`src/rtl/wr_ctrl_sync.sv`:
```
// Write-side controller for the dual-clock FIFO: binary/Gray write pointers,
// read-pointer synchroniser, full/almost-full/level and sticky overflow.
module wr_ctrl_sync #(
    parameter int ADDR_WIDTH  = 4,  // >= 2
    parameter int SYNC_STAGES = 2   // >= 2
) (
    input  logic                  w_clk,
    input  logic                  w_rst,
    input  logic                  winc,
    input  logic                  wclr_ovf,
    input  logic [ADDR_WIDTH:0]   afull_thresh,
    input  logic [ADDR_WIDTH:0]   r_ptr,
    output logic                  wen,
    output logic [ADDR_WIDTH-1:0] waddr,
    output logic [ADDR_WIDTH:0]   w_ptr,
    output logic                  wfull,
    output logic                  walmost_full,
    output logic [ADDR_WIDTH:0]   wlevel,
    output logic                  woverflow
);

    localparam int AW = ADDR_WIDTH;
    localparam int PW = ADDR_WIDTH + 1;

    logic [PW-1:0]                  wbin;
    logic [PW-1:0]                  wbin_next;
    logic [PW-1:0]                  wgray_next;
    logic [SYNC_STAGES-1:0][PW-1:0] rsync;
    logic [PW-1:0]                  rq;
    logic [PW-1:0]                  rbin_s;
    logic [PW-1:0]                  full_cmp;
    logic [PW-1:0]                  level_next;
    logic                           full_next;
    logic                           afull_next;

    // r_ptr is only ever sampled by the first synchroniser stage
    always_ff @(posedge w_clk or negedge w_rst) begin
        if (!w_rst)
            rsync <= '0;
        else
            rsync <= {rsync[SYNC_STAGES-2:0], r_ptr};
    end

    assign rq = rsync[SYNC_STAGES-1];

    // Gray-to-binary: each binary bit is the XOR of all Gray bits at or above it
    genvar gi;
    generate
        for (gi = 0; gi < PW; gi++) begin : g_g2b
            assign rbin_s[gi] = ^rq[PW-1:gi];
        end
    endgenerate

    assign wen        = winc & ~wfull;
    assign waddr      = wbin[AW-1:0];
    assign wbin_next  = wbin + PW'(wen);
    assign wgray_next = wbin_next ^ (wbin_next >> 1);

    // Full when the write pointer is exactly one lap ahead of the synced read pointer
    assign full_cmp   = {~rq[AW:AW-1], rq[AW-2:0]};
    assign full_next  = (wgray_next == full_cmp);
    assign level_next = wbin_next - rbin_s;
    assign afull_next = (afull_thresh != '0) && (level_next >= afull_thresh);

    always_ff @(posedge w_clk or negedge w_rst) begin
        if (!w_rst) begin
            wbin         <= '0;
            w_ptr        <= '0;
            wfull        <= 1'b0;
            walmost_full <= 1'b0;
            wlevel       <= '0;
            woverflow    <= 1'b0;
        end else begin
            wbin         <= wbin_next;
            w_ptr        <= wgray_next;
            wfull        <= full_next;
            walmost_full <= afull_next;
            wlevel       <= level_next;
            // a new overflow outranks a simultaneous clear
            if (winc && wfull)
                woverflow <= 1'b1;
            else if (wclr_ovf)
                woverflow <= 1'b0;
        end
    end

endmodule

```
`config.mk`:
```
export PLATFORM = sky130hd
export DESIGN_NAME = wr_ctrl_sync
export DESIGN_NICKNAME = d
export VERILOG_FILES = /design/src/rtl/wr_ctrl_sync.sv
export SDC_FILE = /design/constraint.sdc
export NUM_CORES = 1
export LEC_CHECK = 0
export ABC_AREA = 1
export CAP_MARGIN = 20
export CORE_ASPECT_RATIO = 0.5
export CORE_MARGIN = 1.5
export CORE_UTILIZATION = 28
export CTS_BUF_LIST = sky130_fd_sc_hd__clkbuf_8
export DETAILED_ROUTE_END_ITERATION = 6
export GPL_TIMING_DRIVEN = 0
export SYNTH_ARGS = -nofsm -noshare
export SYNTH_HDL_FRONTEND = slang
export SYNTH_SLANG_ARGS = --single-unit
export TNS_END_PERCENT = 50
```
`constraint.sdc`:
```
create_clock -name w_clk -period 7.3 [get_ports w_clk]
set_input_delay 1.095 -clock w_clk [delete_from_list [all_inputs] [get_ports w_clk]]
set_output_delay 1.095 -clock w_clk [all_outputs]
set_load 0.01 [all_outputs]
```
# Word level (Yosys, flattened, before mapping)
# Cells that the tools add are included.
# word_totals
ff_bits	28
output_inout_bits	18
# classes
addsub	2
order_cmp	1
n_eq_ne	1
n_mux	2
bitwise_logic	4
reduce_logical	8
# op_table
cell	count
5-bit by 1-bit adder with 5-bit output	1
5-bit == test	1
5-bit >= comparator	1
5-bit nonzero test	1
5-bit parity	1
5-bit subtractor	1
5-bit by 4-bit bitwise XOR with 5-bit output	1
4-bit parity	1
3-bit parity	1
1-bit logical AND	2
1-bit two-way mux	2
2-bit inverter	1
2-bit nonzero test	1
2-bit parity	1
1-bit bitwise AND	1
1-bit inverter	1

# Logic depth before layout (Yosys ltp)
# Gate-level depths: netlist of run 1.
# depth
word_depth	6
ltp_mapped	17
mapped_depth_nobuf	17

# Least setup slack after synthesis of run 1
# No wires, ideal clock.
# synth_timing
path_kind	input -> register
start	input winc
end	register walmost_full
arrival_time_ps	3190
t_required_ps	7172
path_slack_ps	3982
cell_stages	16
n_path_buf	0
path_cell_list	nand3_2 > inv_1 > ha_1 > inv_1 > nand2_1 > nand2_1 > ha_1 > nand2_1 > nor2_1 > a211oi_1 > xor2_1 > ha_1 > a21oi_1 > o221ai_1 > nor2_1 > a21oi_1
# synth_via
elab_chain_len	5
# synth_lines
item	line_no	rtl
start: declaration	9	input logic winc,
1-bit bitwise AND	54	assign wen = winc & ~wfull;
5-bit by 1-bit adder with 5-bit output	56	assign wbin_next = wbin + PW'(wen);
net wbin_next[2]	26	logic [PW-1:0] wbin_next;
5-bit subtractor	62	assign level_next = wbin_next - rbin_s;
net level_next[4]	32	logic [PW-1:0] level_next;
5-bit >= comparator	63	assign afull_next = (afull_thresh != '0) && (level_next >= afull_thresh);
1-bit logical AND	63	
net afull_next	34	logic afull_next;
end signal: assignment	77	walmost_full <= afull_next;
end: declaration	17	output logic walmost_full,
# The timed path passes the listed nets, and every way through them passes these cells.
# A chain may end at the register's enable or synchronous reset.

# Worst setup path in the final report of run 1
# Same ends and word-level chain as after synthesis.

==> flow_summary_export.csv, run 1 <==
group,metric,value,unit
outcome,outcome,"finished, final reports clean",
synth,synth_area_leader_cell,"dfrtp_1",
synth,netlist_instances,139,
floorplanning,core.rowCount,17,
clock_network,cts_tree,"done",
setup_path,worstSetupStartpointType,"primary input",
clock_network,postCtsSetupBuffers,0,
layout,final_core_util,39.86,%
min_path,holdCritStartpoint,"rsync[2]",
sta,rsz0062_at_grt,"false",
clock_network,ctsHoldBuffers,0,
clock_network,cts_resized,0,
global_routing,grt_pass1_vias,935,
place,port-buffer-count,31,
sta,tns,0,ns
clock_network,clockBufferDepth,2,
global_routing,grt_max_degree,18,
synth,synth.most_common_cell,"nand2_1",
detailed_routing,wirelength,2.454,mm
setup_path,reg2reg_from,"wfull",
setup_path,reg2reg_slack,4.21,ns
layout,fin_area,1780,µm²
global_routing,grt-ovfl-total,0,
detailed_routing,post_drt_wl_per_cell,10.58,µm
sta,fmax,0.2524,GHz
synth,synth_edf_count,0,
detailed_routing,drtAntennaViolNets,0,
synth,synth_area,1321,µm²
global_routing,grt_pass1_wl,4.188,mm
flow_run,maxCapViolCount,0,
floorplanning,core,4467,µm²
synth,synth_seq_cells,27,
sta,skew,0.002913,ns
pwr,p_sw_share,41.96,%
sta,slew_headroom,60.39,%
sta,hold_viol_final,0,
layout,fin_nets,201,
setup_path,required,7.46,ns
layout,layout-drive-gt1-share,6.857,%
global_routing,grt_antenna_before_repair,0,
clock_network,clk_latency,0.27,ns
setup_path,crit_type,"in2reg",
global_routing,track_usage,10.31,%
sta,finalMaxSlewViolations,0,
setup_path,crit_fanout,6,
pwr,p_per_area,440.7,nW/µm²
floorplanning,die-area,5165,µm²
place,post_dp_cell_area,1730,µm²
pwr,seq_power_share,29.2,%
pwr,power_frac_comb,59.4,%
setup_path,regToRegEndpoint,"walmost_full",
synth,yosysUniqueCellTypes,21,
setup_path,crit_arrival,4.12,ns
min_path,min_path_cells,0,
synth,async_flop_share,100.0,%
synth,ys_seq_area_share,51.14,%
synth,synth_area_leaders,"dfrtp_1, nand2_1, ha_1",
pwr,leakage,0.8776,nW
synth,syn-num-nets,164,
detailed_routing,vias,972,
setup_path,crit_path_end_kind,"register",
clock_network,htree_levels,1,
clock_network,cts_sinks,27,
detailed_routing,routed_via_density,4.190,
place,dp_slack,3.030,ns
sta,hold_ws,0.3564,ns
pwr,pwr-share-clk,11.3,%
synth,avgSynthCellArea,9.506,µm²
sta,max_slew.worst_pin.slew,0.5922,ns
clock_network,clkTransAtPathRegs,0.10,ns
detailed_routing,drt_iter0_drc,19,
setup_path,rr_worst_depth,17,
clock_network,cts_buffers,3,
min_path,hold_end,"rq[2]",
floorplanning,die_h,51.58,µm
clock_network,cts_root_buf,"clkbuf_8",
layout,fillerInstances,440,
detailed_routing,drc,0,
sta,period_share,54.27,%
pwr,p_switching,0.3292,mW
min_path,min_path_type,"reg2reg",
synth,yosys_most_used_dff,"dfrtp_1",
sta,finalSetupViolations,0,
layout,syn_to_final_growth,34.75,%
synth,yosys_warnings,0,
floorplanning,dieWidth,100.1,µm
synth,yosysTopAreaCellShare,51.14,%
place,dp_hpwl,2.076,mm
place,gp_congestion,0.7956,
pwr,ir_worst_vdd,0.1271,mV
sta,layout_setup_ws,3.338,ns
pwr,internal_power,0.4554,mW
sta,post-route-min-period,3.962,ns
detailed_routing,drtPass1Iterations,4,
layout,antenna_cells,0,
floorplanning,io_pins,32,
synth,synth_commonest_cells,"nand2_1, dfrtp_1, inv_1",
floorplanning,start_util,29.58,%
## per-layer routing
metal | share of wire (%) | GRT usage (%)
met1 | 50 | 14.31
met2 | 46 | 17.12
met3 | 3.7 | 2.285
met4 | 0.61 | 1.408
met5 | 0 | 0
## worst max-delay path: stages
cell and delay, ns:
clkdlybuf4s50_1 0.51, nand3_2 0.16, inv_1 0.09, ha_1 0.22, inv_1 0.07, nand2_1 0.06, nand2_1 0.12, ha_1 0.39
nand2_1 0.09, nor2_1 0.04, a211oi_1 0.22, xor2_1 0.29, ha_1 0.33, a21oi_1 0.15, o221ai_1 0.12, nor2_1 0.12
a21oi_1 0.06
## flip-flops by register name (all words and copies together), names as in the netlist
name / cells
rsync: 5
walmost_full: 1
wlevel: 5
rq: 5
wfull: 1
woverflow: 1
wbin: 4
w_ptr: 5
## cells by family after synthesis
| logic type | synth area share [%] |
|---|---|
| AND/OR/NAND/NOR | 18.66 |
| flip-flops | 51.14 |
| buffers and inverters | 7.386 |
| adder cells (fa/ha/maj) | 10.98 |
| AO/OA/AOI/OAI | 4.167 |
| XOR/XNOR | 7.671 |
## power by group through the flow
stage | Clock, mW | Sequential, mW | Combinational (mW)
CTS | 0.0937 | 0.231 | 0.470
global route | 0.0976 | 0.236 | 0.524
finish | 0.0890 | 0.229 | 0.466
global placement | 0 | 0.233 | 0.452
floorplan | 0 | 0.254 | 0.271
detailed placement | 0 | 0.234 | 0.468
## final cells by class
type | instances | area, µm² | area share [%]
Clock buffer | 3 | 41.29 | 2.319
Clock inverter | 1 | 8.758 | 0.4919
Inverter | 26 | 97.59 | 5.481
Multi-Input combinational cell | 86 | 548.0 | 30.78
Sequential cell | 27 | 675.6 | 37.95
Tap cell | 57 | 71.32 | 4.006
Timing Repair Buffer | 32 | 337.8 | 18.97
## worst max path at each step
| stage | endpoint | startpoint | depth (start not counted) |
|---|---|---|---|
| after floorplan | walmost_full | winc | 16 |
| after global placement | walmost_full | winc | 17 |
| after detailed placement | walmost_full | winc | 17 |
| after CTS | walmost_full | winc | 17 |
| after global routing | walmost_full | winc | 17 |
| final | walmost_full | winc | 17 |
## cells in the final DEF (no fill, tap or decap), drive strengths merged, types with 3 or more instances in the layout
master / n
xnor2: 4
clkbuf: 3
clkdlybuf4s50: 31
ha: 10
xor2: 5
a21oi: 4
nor2: 6
o21ai: 3
dfrtp: 27
nand2: 35
nand3: 12
nand4: 3
inv: 27
## through the flow
stage	std cells	total power, mW
6_report	232	0.7846
5_1_grt	232	0.8573
4_1_cts	232	0.7943
3_5_place_dp	228	0.7026
3_3_place_gp	227	0.6849
2_1_floorplan	139	0.5252
Note: power is estimated with default switching activity, not from simulation.
==> inputs of run 2 (changes only) <==
- clock period: 7.3 -> 4.05 ns (I/O delays scaled with it)
==> results of run 2 <==
Same layout as run 1 (identical final DEF). Status: finished, final reports clean.
Among the figures that moved: setup slack after placement 3.030 ns -> 0.2673 ns; setup slack after layout 3.338 ns -> 0.5755 ns; register-to-register setup slack 4.21 ns -> 0.96 ns; total power 0.7846 mW -> 1.414 mW; worst IR drop on VDD 0.1271 mV -> 0.2290 mV
